`config.mk`:
```
export PLATFORM = sky130hd
export DESIGN_NAME = qar_timer_irq
export DESIGN_NICKNAME = d
export VERILOG_FILES = /design/src/rtl/qar_timer_irq.sv
export SDC_FILE = /design/constraint.sdc
export NUM_CORES = 1
export LEC_CHECK = 0
export CAP_MARGIN = 10
export CORE_UTILIZATION = 65
export DETAILED_ROUTE_END_ITERATION = 7
export GPL_TIMING_DRIVEN = 0
export PLACE_DENSITY = 0.87
export SYNTH_ARGS = -nofsm -noshare
export SYNTH_HDL_FRONTEND = slang
export SYNTH_SLANG_ARGS = --single-unit
```
`constraint.sdc`:
```
create_clock -name clk -period 9.5 [get_ports clk]
set_input_delay 1.9 -clock clk [delete_from_list [all_inputs] [get_ports clk]]
set_output_delay 1.9 -clock clk [all_outputs]
set_load 0.03 [all_outputs]
```
`src/rtl/qar_timer_irq.sv`:
```
// qar_timer_irq -- memory-mapped machine timer for the qar_core irq_timer input.
//   Holds a 64-bit free-running mtime and a 64-bit mtimecmp. A rising compare match
//   sets a sticky pending flag. The core's ack edge or a STATUS W1C write clears it.
//   AUTO_RELOAD advances mtimecmp by PERIOD on each ack, which gives periodic ticks.
// Ports:
//   clk, rst                     core clock, synchronous active-high reset
//   mem_valid/we/addr/wdata      bus request (block already selected by interconnect)
//   mem_ready, mem_rdata         one-cycle completion pulse and read data
//   irq_timer                    registered level interrupt (= pending)
//   irq_timer_ack                core acknowledge, rising edge consumes the interrupt
// Register map (byte offsets): 0x00 MTIME_LO, 0x04 MTIME_HI, 0x08 CMP_LO, 0x0C CMP_HI,
//   0x10 CTRL {AUTO_RELOAD, EN}, 0x14 PERIOD, 0x18 STATUS {PENDING (W1C)}
module qar_timer_irq #(
  parameter int unsigned PRESCALE  = 16,
  parameter int unsigned ADDR_BITS = 5
) (
  input  logic        clk,
  input  logic        rst,
  input  logic        mem_valid,
  input  logic        mem_we,
  input  logic [31:0] mem_addr,
  input  logic [31:0] mem_wdata,
  output logic        mem_ready,
  output logic [31:0] mem_rdata,
  output logic        irq_timer,
  input  logic        irq_timer_ack
);

  localparam int unsigned PW = (PRESCALE > 1) ? $clog2(PRESCALE) : 1;

  typedef enum logic [ADDR_BITS-3:0] {
    REG_MTIME_LO = 0,
    REG_MTIME_HI = 1,
    REG_CMP_LO   = 2,
    REG_CMP_HI   = 3,
    REG_CTRL     = 4,
    REG_PERIOD   = 5,
    REG_STATUS   = 6
  } reg_e;

  logic [63:0]   r_mtime;
  logic [63:0]   r_cmp;
  logic [31:0]   r_period;
  logic [31:0]   r_shadow_hi;
  logic          r_en;
  logic          r_auto;
  logic          r_pending;
  logic          r_ready;
  logic [31:0]   r_rdata;
  logic [PW-1:0] r_presc;
  logic          r_ack_q;
  logic          r_match_q;

  reg_e          w_idx;
  logic          w_accept;
  logic          w_wr;
  logic          w_rd;
  logic          w_tick;
  logic          w_match;
  logic          w_ack_rise;
  logic          w_w1c;
  logic [31:0]   w_rdata;
  logic          w_unused_addr;

  assign w_idx         = reg_e'(mem_addr[ADDR_BITS-1:2]);
  assign w_unused_addr = ^{mem_addr[31:ADDR_BITS], mem_addr[1:0]};
  assign w_accept      = mem_valid && !r_ready;
  assign w_wr          = w_accept && mem_we;
  assign w_rd          = w_accept && !mem_we;
  assign w_tick        = r_en && (r_presc == PW'(PRESCALE - 1));
  assign w_match       = r_en && (r_mtime >= r_cmp);
  assign w_ack_rise    = irq_timer_ack && !r_ack_q;
  assign w_w1c         = w_wr && (w_idx == REG_STATUS) && mem_wdata[0];

  // Read mux; MTIME_HI returns the shadow captured by the last MTIME_LO read.
  always_comb begin
    w_rdata = '0;
    case (w_idx)
      REG_MTIME_LO: w_rdata = r_mtime[31:0];
      REG_MTIME_HI: w_rdata = r_shadow_hi;
      REG_CMP_LO:   w_rdata = r_cmp[31:0];
      REG_CMP_HI:   w_rdata = r_cmp[63:32];
      REG_CTRL:     w_rdata = {30'b0, r_auto, r_en};
      REG_PERIOD:   w_rdata = r_period;
      REG_STATUS:   w_rdata = {31'b0, r_pending};
      default:      w_rdata = '0;
    endcase
  end

  // Bus handshake: ready pulses for exactly one cycle after accept.
  always_ff @(posedge clk) begin
    if (rst) begin
      r_ready     <= 1'b0;
      r_rdata     <= '0;
      r_shadow_hi <= '0;
    end else begin
      r_ready <= w_accept;
      r_rdata <= w_rd ? w_rdata : '0;
      if (w_rd && (w_idx == REG_MTIME_LO))
        r_shadow_hi <= r_mtime[63:32];
    end
  end

  // Control registers
  always_ff @(posedge clk) begin
    if (rst) begin
      r_en     <= 1'b0;
      r_auto   <= 1'b0;
      r_period <= '0;
    end else if (w_wr) begin
      if (w_idx == REG_CTRL) begin
        r_en   <= mem_wdata[0];
        r_auto <= mem_wdata[1];
      end
      if (w_idx == REG_PERIOD)
        r_period <= mem_wdata;
    end
  end

  // Prescaler and mtime; a software write replaces the tick increment.
  always_ff @(posedge clk) begin
    if (rst) begin
      r_presc <= '0;
      r_mtime <= '0;
    end else begin
      if (r_en)
        r_presc <= w_tick ? '0 : r_presc + 1'b1;
      if (w_wr && (w_idx == REG_MTIME_LO))
        r_mtime <= {r_mtime[63:32], mem_wdata};
      else if (w_wr && (w_idx == REG_MTIME_HI))
        r_mtime <= {mem_wdata, r_mtime[31:0]};
      else if (w_tick)
        r_mtime <= r_mtime + 64'd1;
    end
  end

  // Compare register; a software write suppresses the ack-driven reload.
  always_ff @(posedge clk) begin
    if (rst) begin
      r_cmp <= '1;
    end else if (w_wr && (w_idx == REG_CMP_LO)) begin
      r_cmp <= {r_cmp[63:32], mem_wdata};
    end else if (w_wr && (w_idx == REG_CMP_HI)) begin
      r_cmp <= {mem_wdata, r_cmp[31:0]};
    end else if (w_ack_rise && r_auto) begin
      r_cmp <= r_cmp + {32'b0, r_period};
    end
  end

  // Pending: a rising match takes priority over a same-cycle clear.
  always_ff @(posedge clk) begin
    if (rst) begin
      r_pending <= 1'b0;
      r_ack_q   <= 1'b0;
      r_match_q <= 1'b0;
    end else begin
      r_ack_q   <= irq_timer_ack;
      r_match_q <= w_match;
      if (w_match && !r_match_q)
        r_pending <= 1'b1;
      else if (w_ack_rise || w_w1c)
        r_pending <= 1'b0;
    end
  end

  assign mem_ready = r_ready;
  assign mem_rdata = r_rdata;
  assign irq_timer = r_pending;

endmodule

```
After elaboration in Yosys (flattened, before gate mapping)
Index checks and enable logic that the tools add are counted.
{"block": "op_classes", "order_cmp": 1, "reduce_logical": 33, "n_eq_ne": 9, "addsub": 3, "mux": 10, "bitwise_logic": 3}
{"op": "2-to-1 mux 64 bit", "n": 4}
{"op": "one-hot mux 32 bit (7 select lines)", "n": 1}
{"op": "adder 64 x 1 -> 64 bit (second input constant)", "n": 1}
{"op": "adder 64 x 32 -> 64 bit", "n": 1}
{"op": ">= comparator 64 bit", "n": 1}
{"op": "2-to-1 mux 32 bit", "n": 2}
{"op": "logical AND 1 bit", "n": 15}
{"op": "AND reduction 2 bit", "n": 6}
{"op": "nonzero test 2 bit", "n": 5}
{"op": "== test 3 bit (second input constant)", "n": 3}
{"op": "== test 3 x 2 -> 1 bit (second input constant)", "n": 2}
{"op": "adder 4 x 1 -> 4 bit (second input constant)", "n": 1}
{"op": "== test 4 bit (second input constant)", "n": 1}
{"op": "logical NOT 1 bit", "n": 4}
{"op": "2-to-1 mux 4 bit", "n": 1}
{"op": "!= test 2 bit (second input constant)", "n": 2}
{"op": "== test 3 x 1 -> 1 bit (second input constant)", "n": 1}
{"op": "logical NOT 3 bit", "n": 1}
{"op": "inverter 1 bit", "n": 3}
{"op": "2-to-1 mux 1 bit", "n": 2}
{"op": "OR reduction 2 bit", "n": 1}
{"op": "logical OR 1 bit", "n": 1}
{"block": "totals", "ff_bits": 234, "wordCells": 73, "out_inout_bits": 34, "in_bits": 69}

Depth between registers and ports, before layout
Gate-level depths: netlist (run 1).
{"block": "depth", "ltp_word": 8, "mapped_depth": 12, "mapped_depth_nobuf": 12}

Worst setup path after synthesis (run 1)
OpenSTA, ideal clock, no wires.
{"block": "synth_path", "kind": "input port to flip-flop", "startpoint": "in mem_addr[4]", "endpoint": "reg r_cmp[53]", "path_stages": 9, "path_buffers": 1, "arrival_ps": 3886, "required_ps": 9368, "setup_time_ps": 132, "path_slack_ps": 5482, "cell_sequence": "nor4bb_1 -> clkbuf_1 -> nand3_1 -> a21oi_1 -> nand2_1 -> or4_1 -> or3_1 -> a21oi_1 -> o21ai_0"}
{"block": "synth_between", "elab_chain_cells": 4, "elab_cells_between_ends": 8, "classes_between": "eq/ne: 2; mux: 1; bitwise: 1; reduce/logical: 4"}
{"element": "start, declared", "line_no": "21", "source": "input logic [31:0] mem_addr,"}
{"element": "== test 3 x 2 -> 1 bit (on tied branches)", "line_no": "143, 141"}
{"element": "logical AND 1 bit (on tied branches)", "line_no": "143, 141"}
{"element": "nonzero test 2 bit (no source line) / inverter 1 bit (equally long branches)"}
{"element": "AND reduction 2 bit (no source line)"}
{"element": "end signal, assigned", "line_no": "142", "source": "r_cmp <= {r_cmp[63:32], mem_wdata};"}
{"element": "end signal, assigned", "line_no": "144", "source": "r_cmp <= {mem_wdata, r_cmp[31:0]};"}
{"element": "end signal, assigned", "line_no": "146", "source": "r_cmp <= r_cmp + {32'b0, r_period};"}
{"element": "end, declared", "line_no": "42", "source": "logic [63:0] r_cmp;"}
Several ways; a longest one is shown, not always the timed one. The select of a mux whose other input is x is not followed.
A chain may end at the register's enable or synchronous reset.

Worst setup path in the final report (run 1)
{"block": "layout_path", "startpoint": "in mem_we", "endpoint": "reg r_cmp[56]"}
{"block": "layout_between", "elab_chain_cells": 4, "elab_cells_between_ends": 7, "classes_between": "mux: 1; bitwise: 1; reduce/logical: 5"}
{"element": "start, declared", "line_no": "20", "source": "input logic mem_we,"}
{"element": "logical AND 1 bit (*)", "line_no": "68", "source": "assign w_wr = w_accept && mem_we;"}
{"element": "logical AND 1 bit (on tied branches)", "line_no": "143, 141"}
{"element": "nonzero test 2 bit (no source line) / inverter 1 bit (equally long branches)"}
{"element": "AND reduction 2 bit (no source line)"}
Mark *: on every way between the ends. The rest lies on a longest branch, timed or not. The select of a mux whose other input is x is not followed.

==> results of run 1 <==
-- state kept, by name, summed over array words and instances, names as in the netlist --
name         count
r_mtime         64
r_ack_q          1
mem_ready        1
r_en             1
r_shadow_hi     32
mem_rdata       32
r_cmp           64
r_period        32
irq_timer        1
r_presc          4
r_match_q        1
r_auto           1
-- cells by family (layout without fill, tap and decap cells) --
family / Yosys count / in the layout
flops: 234 / 234
buf+inv: 219 / 340
fa+ha+maj: 99 / 99
mux: 8 / 8
xor+xnor: 52 / 52
compound gates: 650 / 650
simple gates: 738 / 738
-- placed cells by master (no fill, tap or decap), types with 7 or more instances in the layout --
cell	count
nand2b_1	11
a211oi_1	40
a311oi_1	12
xor2_1	27
and4_1	10
ha_1	98
nand3_1	58
or2_2	7
o22ai_1	44
clkbuf_16	27
xnor2_1	25
nor3_1	33
dfxtp_1	234
nor2_1	148
a21oi_1	190
nor4_1	22
nand2_1	307
a221oi_1	11
clkbuf_1	122
nand4_1	35
inv_1	88
nor2b_1	15
o31ai_1	14
a31oi_1	14
or4_1	7
clkinv_2	7
o21ai_0	138
a22oi_1	64
a21o_1	29
and3_1	20
buf_1	7
o21a_1	7
o211ai_1	26
and2_1	34
clkdlybuf4s50_1	72
or3_1	18
-- final timing paths --
kind,start,slack [ns],endpoint,cells past startpoint
worst max-delay path,mem_we,4.46,r_cmp[56],10
worst min-delay path,r_shadow_hi[17],0.46,r_shadow_hi[17],2
worst max register to register,r_cmp[0],4.94,r_cmp[62],12
worst min register to register,r_shadow_hi[17],0.46,r_shadow_hi[17],2
-- synthesized netlist by cell type (all sizes together) (6+ instances only) --
cell type,n,area share (%)
ha,98,8.3
and2,35,1.5
inv,89,2.2
nand3,58,2.0
dfxtp,234,32
buf,11,0.40
or3,18,0.76
nand2,307,7.8
xor2,27,1.6
clkbuf,119,3.0
a31oi,14,0.59
o21a,7,0.35
nor4,23,1.0
or4,10,0.58
and3,20,0.84
nor2b,15,0.63
a22oi,64,3.2
mux2i,6,0.40
a21oi,191,6.5
nand2b,11,0.46
nand4,36,1.6
a221oi,11,0.65
nor2,148,3.7
o211ai,26,1.3
o31ai,14,0.71
or2,7,0.29
and4,11,0.67
o22ai,44,1.9
a21o,29,1.5
a211oi,40,2.0
nor3,34,1.2
o311ai,6,0.35
o21ai,142,4.8
a311oi,12,0.71
xnor2,25,1.5
o21bai,6,0.30
-- stage by stage --
| stage | total power, µW | cells |
|---|---|---|
| 6_report | 2540 | 2401 |
| 5_1_grt | 2590 | 2401 |
| 4_1_cts | 2500 | 2401 |
| 3_5_place_dp | 1440 | 2353 |
| 3_3_place_gp | 1430 | 2352 |
| 2_1_floorplan | 1290 | 2000 |
-- metal layers --
layer  up-vias  wire, µm  GRT usage, %
met2      1533     25500          76.8
met5         -        13             0
met4         2      5100          36.6
met3       422     10100          16.6
met1      7873     21500          63.9
li1       7496         -             -
-- critical path: stages --
cell and delay [ns]:
clkdlybuf4s50_1 0.54, nor4bb_1 0.31, clkbuf_1 0.27, nand2_1 0.13, nor2_1 0.98, a21oi_1 0.20
clkbuf_1 0.37, clkbuf_1 0.38, o221ai_1 0.25, a21oi_1 0.10
-- cell type report --
type,count,area share [%]
multi-input combinational,1547,55.4
sequential,234,27.8
timing repair buffer,73,4.34
clock buffer,31,4.16
buffer,130,3.00
tap,280,2.08
inverter,89,1.98
clock inverter,17,1.22
-- report_power, final --
| part | internal (µW) | switching, µW |
|---|---|---|
| combinational | 134 | 281 |
| clock | 638 | 458 |
| sequential | 1000 | 31.6 |
==> key figures, run 1 <==
Run status
  – Status: finished, violations left
  – Failing checks: design-rule violations

Power and ir drop
  – Leak: between 0.007 and 0.008 µW
  – Maximum vdd drop: roughly 0.00013 V
  – PD cells: about 150 mW/mm²

Setup path
  – Worst EP arrival: around 5.4 ns
  – Required time worst endpoint: approximately 9.9 ns
  – Crit-path max FO: 10
  – Crit end category: flop
  – Critical Path Start Type: primary input
  – Critical path class: in -> reg

GRT
  – Vias in the first global route: 16000
  – First-pass GRT wire length: 92900 µm
  – Antenna violations before repair: 4
  – Largest net degree at the start of global routing: 15
  – Total global-route track usage: roughly half
  – Total grt overflow: 0

Clock tree
  – # H-tree levels: 1
  – Worst-case clock buffer depth: 3
  – Total CTS buffers: 26
  – CTS sink count: about 230
  – Reg clk slew, reported paths: 0.07 ns
  – CTS root buffer: clkbuf_16
  – Clock Latency Late Sink: about 0.56 ns
  – Hold_buf cts: 0
  – Postcts setup bufs: 0
  – CTS tree: built
  – PostCTS Resize Cnt: 0

Finish
  – ANT cells: 0
  – Layout fillers: around 1700
  – Final Instance Area: 0.0168 mm²
  – Fin nets: between 2000 and 2500
  – Area of the multi-input gates: 0.00933 mm²
  – Util after Layout: between 70% and 80%
  – Flip-flop and latch area: approximately 0.0047 mm²
  – Layout cells sized above 1: under 10%
  – Area grow syn2layout: 13.4%

Logic synthesis
  – Post-Synth Adder-Cell Area: under 10%
  – Synth warn: 0
  – Post-Syn Area: ~0.015 mm²
  – Largest family of logic cells by synthesized area: compound AO/OA/AOI/OAI gates
  – Async set-reset flop share out of synthesis: 0%
  – Post-Synthesis Cells: 2000
  – Mean area per synthesized cell: 7.43 µm²
  – Synth unique cells: 73
  – Seq/Total Area, Yosys: 31.5%
  – Synth Area in XOR/XNOR: 3.07%
  – Synthesized flop and latch total: around 230
  – Post-synthesis mux area share: 0.632%
  – Synth Net Count: between 2000 and 2500
  – Top FF cell, synth: dfxtp_1
  – Post-Synth Simple-Gate Area: between 20% and 30%
  – EDFF count, synth: 0
  – Compound-gate portion of the synthesized area: 27.5%

Detailed routing
  – Routed WL: slightly above 60000 µm
  – Drt pass-1 iters: 8
  – Routed wire per std cell: between 20 and 30 µm
  – # DRC: 12
  – DRT iter0 DRCs: between 3000 and 4000
  – Via density: slightly above 7
  – Via count: between 15000 and 20000
  – Post-DRT Antenna Nets: 0

STA
  – Final setup skew: just over 0.02 ns
  – Fin. max-slew vios: 0
  – Setup WS post-layout: around 4.5 ns
  – Final setup TNS: 0 ns
  – Final hold violations: 0
  – Final setup violating endpoints: 0
  – Crit path time final: ~5 ns
  – Highest Clock Rate: roughly 0.2 GHz
  – Rel. slew slack: about 5.7%
  – Worst hold slack: between 0.4 and 0.5 ns
  – Tcrit/Tclk final: roughly 53%
  – Slew @ Worst Pin: 1.40 ns
  – Unrepaired setup endpoints after global routing: no

Floorplan
  – Core area: between 0.02 and 0.025 mm²
  – Die H: 153 µm
  – Cell Rows: 54
  – Initial Util: just under 70%
  – IO Pins: roughly 100
  – Die X: 153 µm
  – Die area: 0.0235 mm²

Placement
  – Pre-CTS setup slack: 4.14 ns
  – Placed Area: ~0.016 mm²
  – Post-DP HPWL: 46900 µm
  – RePlAce Congestion: 1.07
  – IO Port Bufs: 72

Hold path
  – Worst hold path type: reg -> reg

Run
  – Maxcap violations: 0
Note: power is estimated with default switching activity, not from simulation.
==> run 2, diff against run 1 <==
- CORE_UTILIZATION: 65 -> 54
- PLACE_DENSITY: 0.87 -> 0.77
- clock period: 9.5 -> 4.1 ns (I/O delays scaled with it)
==> run 2 against run 1 <==
The run ends with negative setup slack left. Cell count is 2.7% higher. Critical path depth stayed put. Clock power is 130% higher. Sequential power is 130% higher. Cell area is 0.76% higher. Largest power group unchanged. Combinational power is 130% higher. Routed wire length is 2.7% higher. Setup slack worse by 4.5 ns. Critical path type is now reg -> reg. Via count is 3.6% lower. Clock-buffer cell count is 4 higher.
==> key figures, run 2 (synthesized netlist as in run 1, its figures left out) <==
STA
  – Final setup TNS: -0.0148 ns
  – Final setup skew: 0.0156 ns
  – Rel. slew slack: 24.9%
  – Highest Clock Rate: about 0.24 GHz
  – Final setup violating endpoints: 1
  – Unrepaired setup endpoints after global routing: no
  – Slew @ Worst Pin: 1.13 ns
  – Crit path time final: approximately 4.1 ns
  – Final hold violations: 0
  – Fin. max-slew vios: 0
  – Tcrit/Tclk final: 100%
  – Setup WS post-layout: -0.0148 ns

Clock tree
  – Reg clk slew, reported paths: about 0.060 ns
  – CTS root buffer: clkbuf_16
  – # H-tree levels: 1
  – CTS sink count: 234
  – Total CTS buffers: 28
  – CTS tree: built
  – Worst-case clock buffer depth: 3
  – Clock Latency Late Sink: roughly 0.56 ns

Detailed routing
  – Post-DRT Antenna Nets: 0
  – # DRC: 0
  – DRT iter0 DRCs: 1979
  – Routed wire per std cell: around 26 µm
  – Via count: 16700
  – Drt pass-1 iters: 7
  – Via density: between 6 and 7
  – Routed WL: about 64000 µm

Placement
  – Pre-CTS setup slack: -0.465 ns
  – Placed cells: 2414
  – RePlAce Congestion: between 1 and 1.5
  – Placed Area: approximately 0.016 mm²
  – IO Port Bufs: 72
  – Post-DP HPWL: between 40000 and 50000 µm

Finish
  – Layout cells sized above 1: 4.10%
  – Fin nets: between 2000 and 2500
  – Biggest regs: r_cmp (64), r_mtime (64)
  – ANT cells: 0
  – Fin cells: roughly 2500
  – Commonest non-fill, non-tap cell in the layout: nand2_1
  – Final Instance Area: 0.0170 mm²
  – Area grow syn2layout: 14.2%
  – Util after Layout: between 60% and 70%
  – Most frequent cells in the layout: nand2_1, dfxtp_1, a21oi_1, nor2_1, o21ai_0

GRT
  – First-pass GRT wire length: between 90000 and 100000 µm
  – Total grt overflow: 0
  – Antenna violations before repair: 1
  – Largest net degree at the start of global routing: 14
  – Total global-route track usage: between 40% and 50%
  – Vias in the first global route: approximately 16000

Hold path
  – Hold path startpoint: r_match_q
  – Hold path depth: 2
  – Worst hold path type: reg -> reg

Run
  – Maxcap violations: 0

Floorplan
  – IO Pins: about 100
  – Die area: about 0.028 mm²
  – Die X: 168 µm
  – Initial Util: between 50% and 60%
  – Core area: roughly 0.027 mm²
  – Cell Rows: 60
  – Die H: around 170 µm

Setup path
  – Critical Path Start Type: flop
  – Critical R2R Launch: r_period[4]
  – Crit path cell chain: ha_1 > a21o_1 > a31oi_1 > a21oi_1 > o31ai_2 > a21oi_1 > a21oi_2 > nor2_1 > a2111oi_0 > nor3_1
  – CP Launch Point: r_period[4]
  – R2R cell count: 10
  – Required time worst endpoint: 4.53 ns
  – Worst path slowest cell: a21oi_2
  – CP max stage delay: approximately 0.72 ns
  – Crit end category: flop
  – Crit path top cell by count: a21oi_1
  – Worst EP arrival: around 4.5 ns
  – Critical path class: reg -> reg
  – Crit-path max FO: 10

Power and ir drop
  – PD cells: 348 mW/mm²
  – Maximum vdd drop: between 0.0003 and 0.0004 V
  – Leak: roughly 0.007 µW

Run status
  – Status: finished, violations left
  – Failing checks: negative setup slack
[run 2: cell count changes in the layout (fill, tap and decap cells not counted), sizes merged]
cell,change
clkbuf,+4
buf,+3
bufinv,-2
clkinv,-2
clkinvlp,+2
clkdlybuf4s18,-1
inv,-1
[run 2: path summary, 6_finish.rpt]
path | slack, ns | end
min | 0.46 | irq_timer
min reg2reg | 0.46 | irq_timer
max reg2reg | -0.01 | r_cmp[61]
max | -0.01 | r_cmp[61]
[run 2: timing repair]
action                                  4_1_cts  5_1_grt
hold buffers                                  0        0
endpoints found under the hold margin         0        0
pin swaps                                     0        0
gates resized for setup                       3        2
endpoints found under the setup margin       11        3
buffers inserted                              0        0
cloned                                        0        0
[run 2: through the flow]
step	hold WS (ns)	total power, µW
after floorplan	0.433	2990
after global placement	0.445	3340
after detailed placement	0.450	3360
after CTS	0.459	5850
after global routing	0.476	6050
final	0.457	5910
[run 2: critical path, delay by kind of cell, from the launching register on]
kind | cells | cell delay (ns)
flops | 1 | 0.44
compound gates | 7 | 2.74
fa+ha+maj | 1 | 0.33
simple gates | 2 | 0.46
[run 2: per-layer routing]
layer  part of all wire [%]  vias up  global-route usage [%]
met3                     13      251                    10.1
li1                       -     7483                       -
met2                     42     1141                    68.3
met5                  0.020        -                       0
met1                     39     7817                    57.1
met4                    6.2        2                    26.6
[run 2: power breakdown]
part           switching [µW]  leakage [µW]  internal [µW]
sequential               73.1       0.00189           2320
clock                    1060      0.000449           1480
combinational             660       0.00483            314
[run 2: cell type report]
cell class,count,area [µm²]
Tap cell,341,427
Buffer,130,505
Timing Repair Buffer,75,738
Fill cell,2482,9980
Clock inverter,14,134
Multi-Input combinational cell,1547,9360
Clock buffer,35,788
Inverter,89,334
Sequential cell,234,4680
==> run 3, diff against run 2 <==
- CELL_PAD_IN_SITES_DETAIL_PLACEMENT: default -> 1
- CELL_PAD_IN_SITES_GLOBAL_PLACEMENT: default -> 1
- CORE_UTILIZATION: 54 -> 40
- GPL_ROUTABILITY_DRIVEN: default -> 1
- PLACE_DENSITY: 0.77 -> default
- PLACE_DENSITY_LB_ADDON: default -> 0.1
- SKIP_CTS_REPAIR_TIMING: default -> 1
==> run 3 against run 2 <==
The run now ends clean. Register-to-register slack better by 0.29 ns. Power grew 7.2%. Global-route usage decreased by 6.9 points. Die area is 35% higher. Core utilization fell by 16 points. Critical path depth unchanged. Non-clock buffer count increased by 1. Clock power grew 15%. Combinational power grew 4%. Sequential share of layout area is 0.57 points lower. Largest power group unchanged.
==> key figures, run 3 (synthesized netlist as in run 1, its figures left out) <==
Hold path
  – Worst hold path type: reg -> reg

Setup path
  – Worst EP arrival: about 4.4 ns
  – Crit path top cell by count: nor2_1
  – CP bufs+invs: 3
  – Critical path class: in -> reg
  – Crit path cell chain: clkdlybuf4s50_1 > inv_1 > or3_1 > nor2_1 > a21oi_1 > nand2_1 > buf_1 > nor4_1 > a221oi_1 > nor2_1
  – Required time worst endpoint: 4.52 ns
  – Worst path slowest cell: nor2_1
  – Critical Path Start Type: primary input
  – Critical path's top delay family: simple AND/OR/NAND/NOR gates
  – Crit end category: flop
  – Reg2reg setup slack: around 0.28 ns
  – CP max stage delay: 0.75 ns
  – Crit-path max FO: 10

Detailed routing
  – Routed wire per std cell: ~28 µm
  – Routed WL: roughly 72000 µm
  – # DRC: 0
  – DRT iter0 DRCs: 1355
  – Post-DRT Antenna Nets: 0
  – Drt pass-1 iters: 6
  – Via count: 16500
  – Via density: around 6.4

GRT
  – Antenna violations before repair: 2
  – Routing usage on met1: between 50% and 60%
  – Top Usage Layer GRT: met2
  – Vias in the first global route: about 17000
  – Total global-route track usage: between 30 and 40%
  – Total grt overflow: 0
  – First-pass GRT wire length: about 110000 µm
  – Routing usage on met3: about 4.6%
  – Met2 Use GR: approximately 61%
  – Largest net degree at the start of global routing: 15

Clock tree
  – Reg clk slew, reported paths: 0.07 ns
  – CTS tree: built
  – # H-tree levels: 1
  – CTS root buffer: clkbuf_16
  – CTS sink count: about 230
  – Worst-case clock buffer depth: 3
  – Clock Latency Late Sink: between 0.5 and 0.6 ns
  – Total CTS buffers: 30

STA
  – Slew @ Worst Pin: between 1 and 1.5 ns
  – Fin. max-slew vios: 0
  – Unrepaired setup endpoints after global routing: no
  – Final setup violating endpoints: 0
  – Setup WS post-layout: 0.139 ns
  – Final setup skew: roughly 0.016 ns
  – Final hold violations: 0
  – Rel. slew slack: between 20% and 30%
  – Tcrit/Tclk final: a little over nine tenths
  – Crit path time final: a little under 4 ns
  – Highest Clock Rate: 0.252 GHz

Finish
  – Fin cells: 2600
  – Final Instance Area: ~0.017 mm²
  – Area grow syn2layout: 16.7%
  – Biggest regs: r_cmp (64), r_mtime (64)
  – ANT cells: 0
  – Fin nets: 2276
  – Layout cells sized above 1: under 10%
  – Commonest non-fill, non-tap cell in the layout: nand2_1
  – Most frequent cells in the layout: nand2_1, dfxtp_1, a21oi_1, nor2_1, o21ai_0

Placement
  – Placed Area: about 0.016 mm²
  – Post-DP HPWL: 57000 µm
  – Pre-CTS setup slack: -0.405 ns
  – RePlAce Congestion: ~1
  – IO Port Bufs: between 70 and 80
  – Placed cells: 2543

Floorplan
  – Die H: between 150 and 200 µm
  – Core area: 0.0366 mm²
  – Die X: ~200 µm
  – Die area: 0.0379 mm²
  – Initial Util: 40.6%
  – Cell Rows: 70
  – IO Pins: 103

Power and ir drop
  – Leak: slightly above 0.007 µW
  – PD cells: around 370 mW/mm²
  – Maximum vdd drop: roughly 0.00036 V

Run status
  – Status: completed

Run
  – Maxcap violations: 0
[run 3: cell types whose count changed in the layout (fill, tap and decap cells not counted), sizes merged]
cell	before	now
bufinv	2	4
clkinv	8	7
clkbuf	154	162
clkinvlp	4	3
[run 3: path summary, 6_finish.rpt]
kind | startpoint | end | depth (start not counted)
worst max-delay path | mem_we | r_mtime[63] | 10
worst min-delay path | r_shadow_hi[16] | r_shadow_hi[16] | 2
worst max register to register | r_cmp[0] | r_cmp[62] | 14
worst min register to register | r_shadow_hi[16] | r_shadow_hi[16] | 2
[run 3: routing by layer]
metal	vias up	routed length (µm)
met2	653	32600
met4	0	3030
met3	153	5290
li1	7481	-
met1	8231	31300
met5	-	0
[run 3: through the flow]
| step | hold WS, ns | power, µW | TNS (ns) | utilization, % |
|---|---|---|---|---|
| after floorplan | 0.433 | 2990 | 0 | - |
| after global placement | 0.448 | 3370 | -9.18 | 44.1 |
| after detailed placement | 0.452 | 3400 | -11.52 | 44.2 |
| after CTS | 0.462 | 6300 | -3.14 | 47.2 |
| after global routing | 0.475 | 6520 | 0 | 47.3 |
| final | 0.460 | 6340 | 0 | 47.3 |
[run 3: area by class of cell]
cell class	count	area [µm²]
well taps	468	586
plain buffers	130	505
clock inverters	14	181
clock buffers	42	917
inverters	89	334
multi-input cells	1547	9380
flip-flops and latches	234	4680
fillers	4573	19300
repair buffers	76	746
[run 3: power by group]
| part | total [µW] | switching (µW) | internal (µW) | leakage, µW |
|---|---|---|---|---|
| clock network | 2930 | 1130 | 1800 | 0.000540 |
| logic | 1010 | 689 | 318 | 0.00484 |
| registers | 2400 | 74.9 | 2320 | 0.00189 |
[run 3: tightest hold or removal path, cell delays in order (launching register included)]
cell     delay, ns
dfxtp_1       0.31
nand2_1       0.05
a21oi_1       0.05
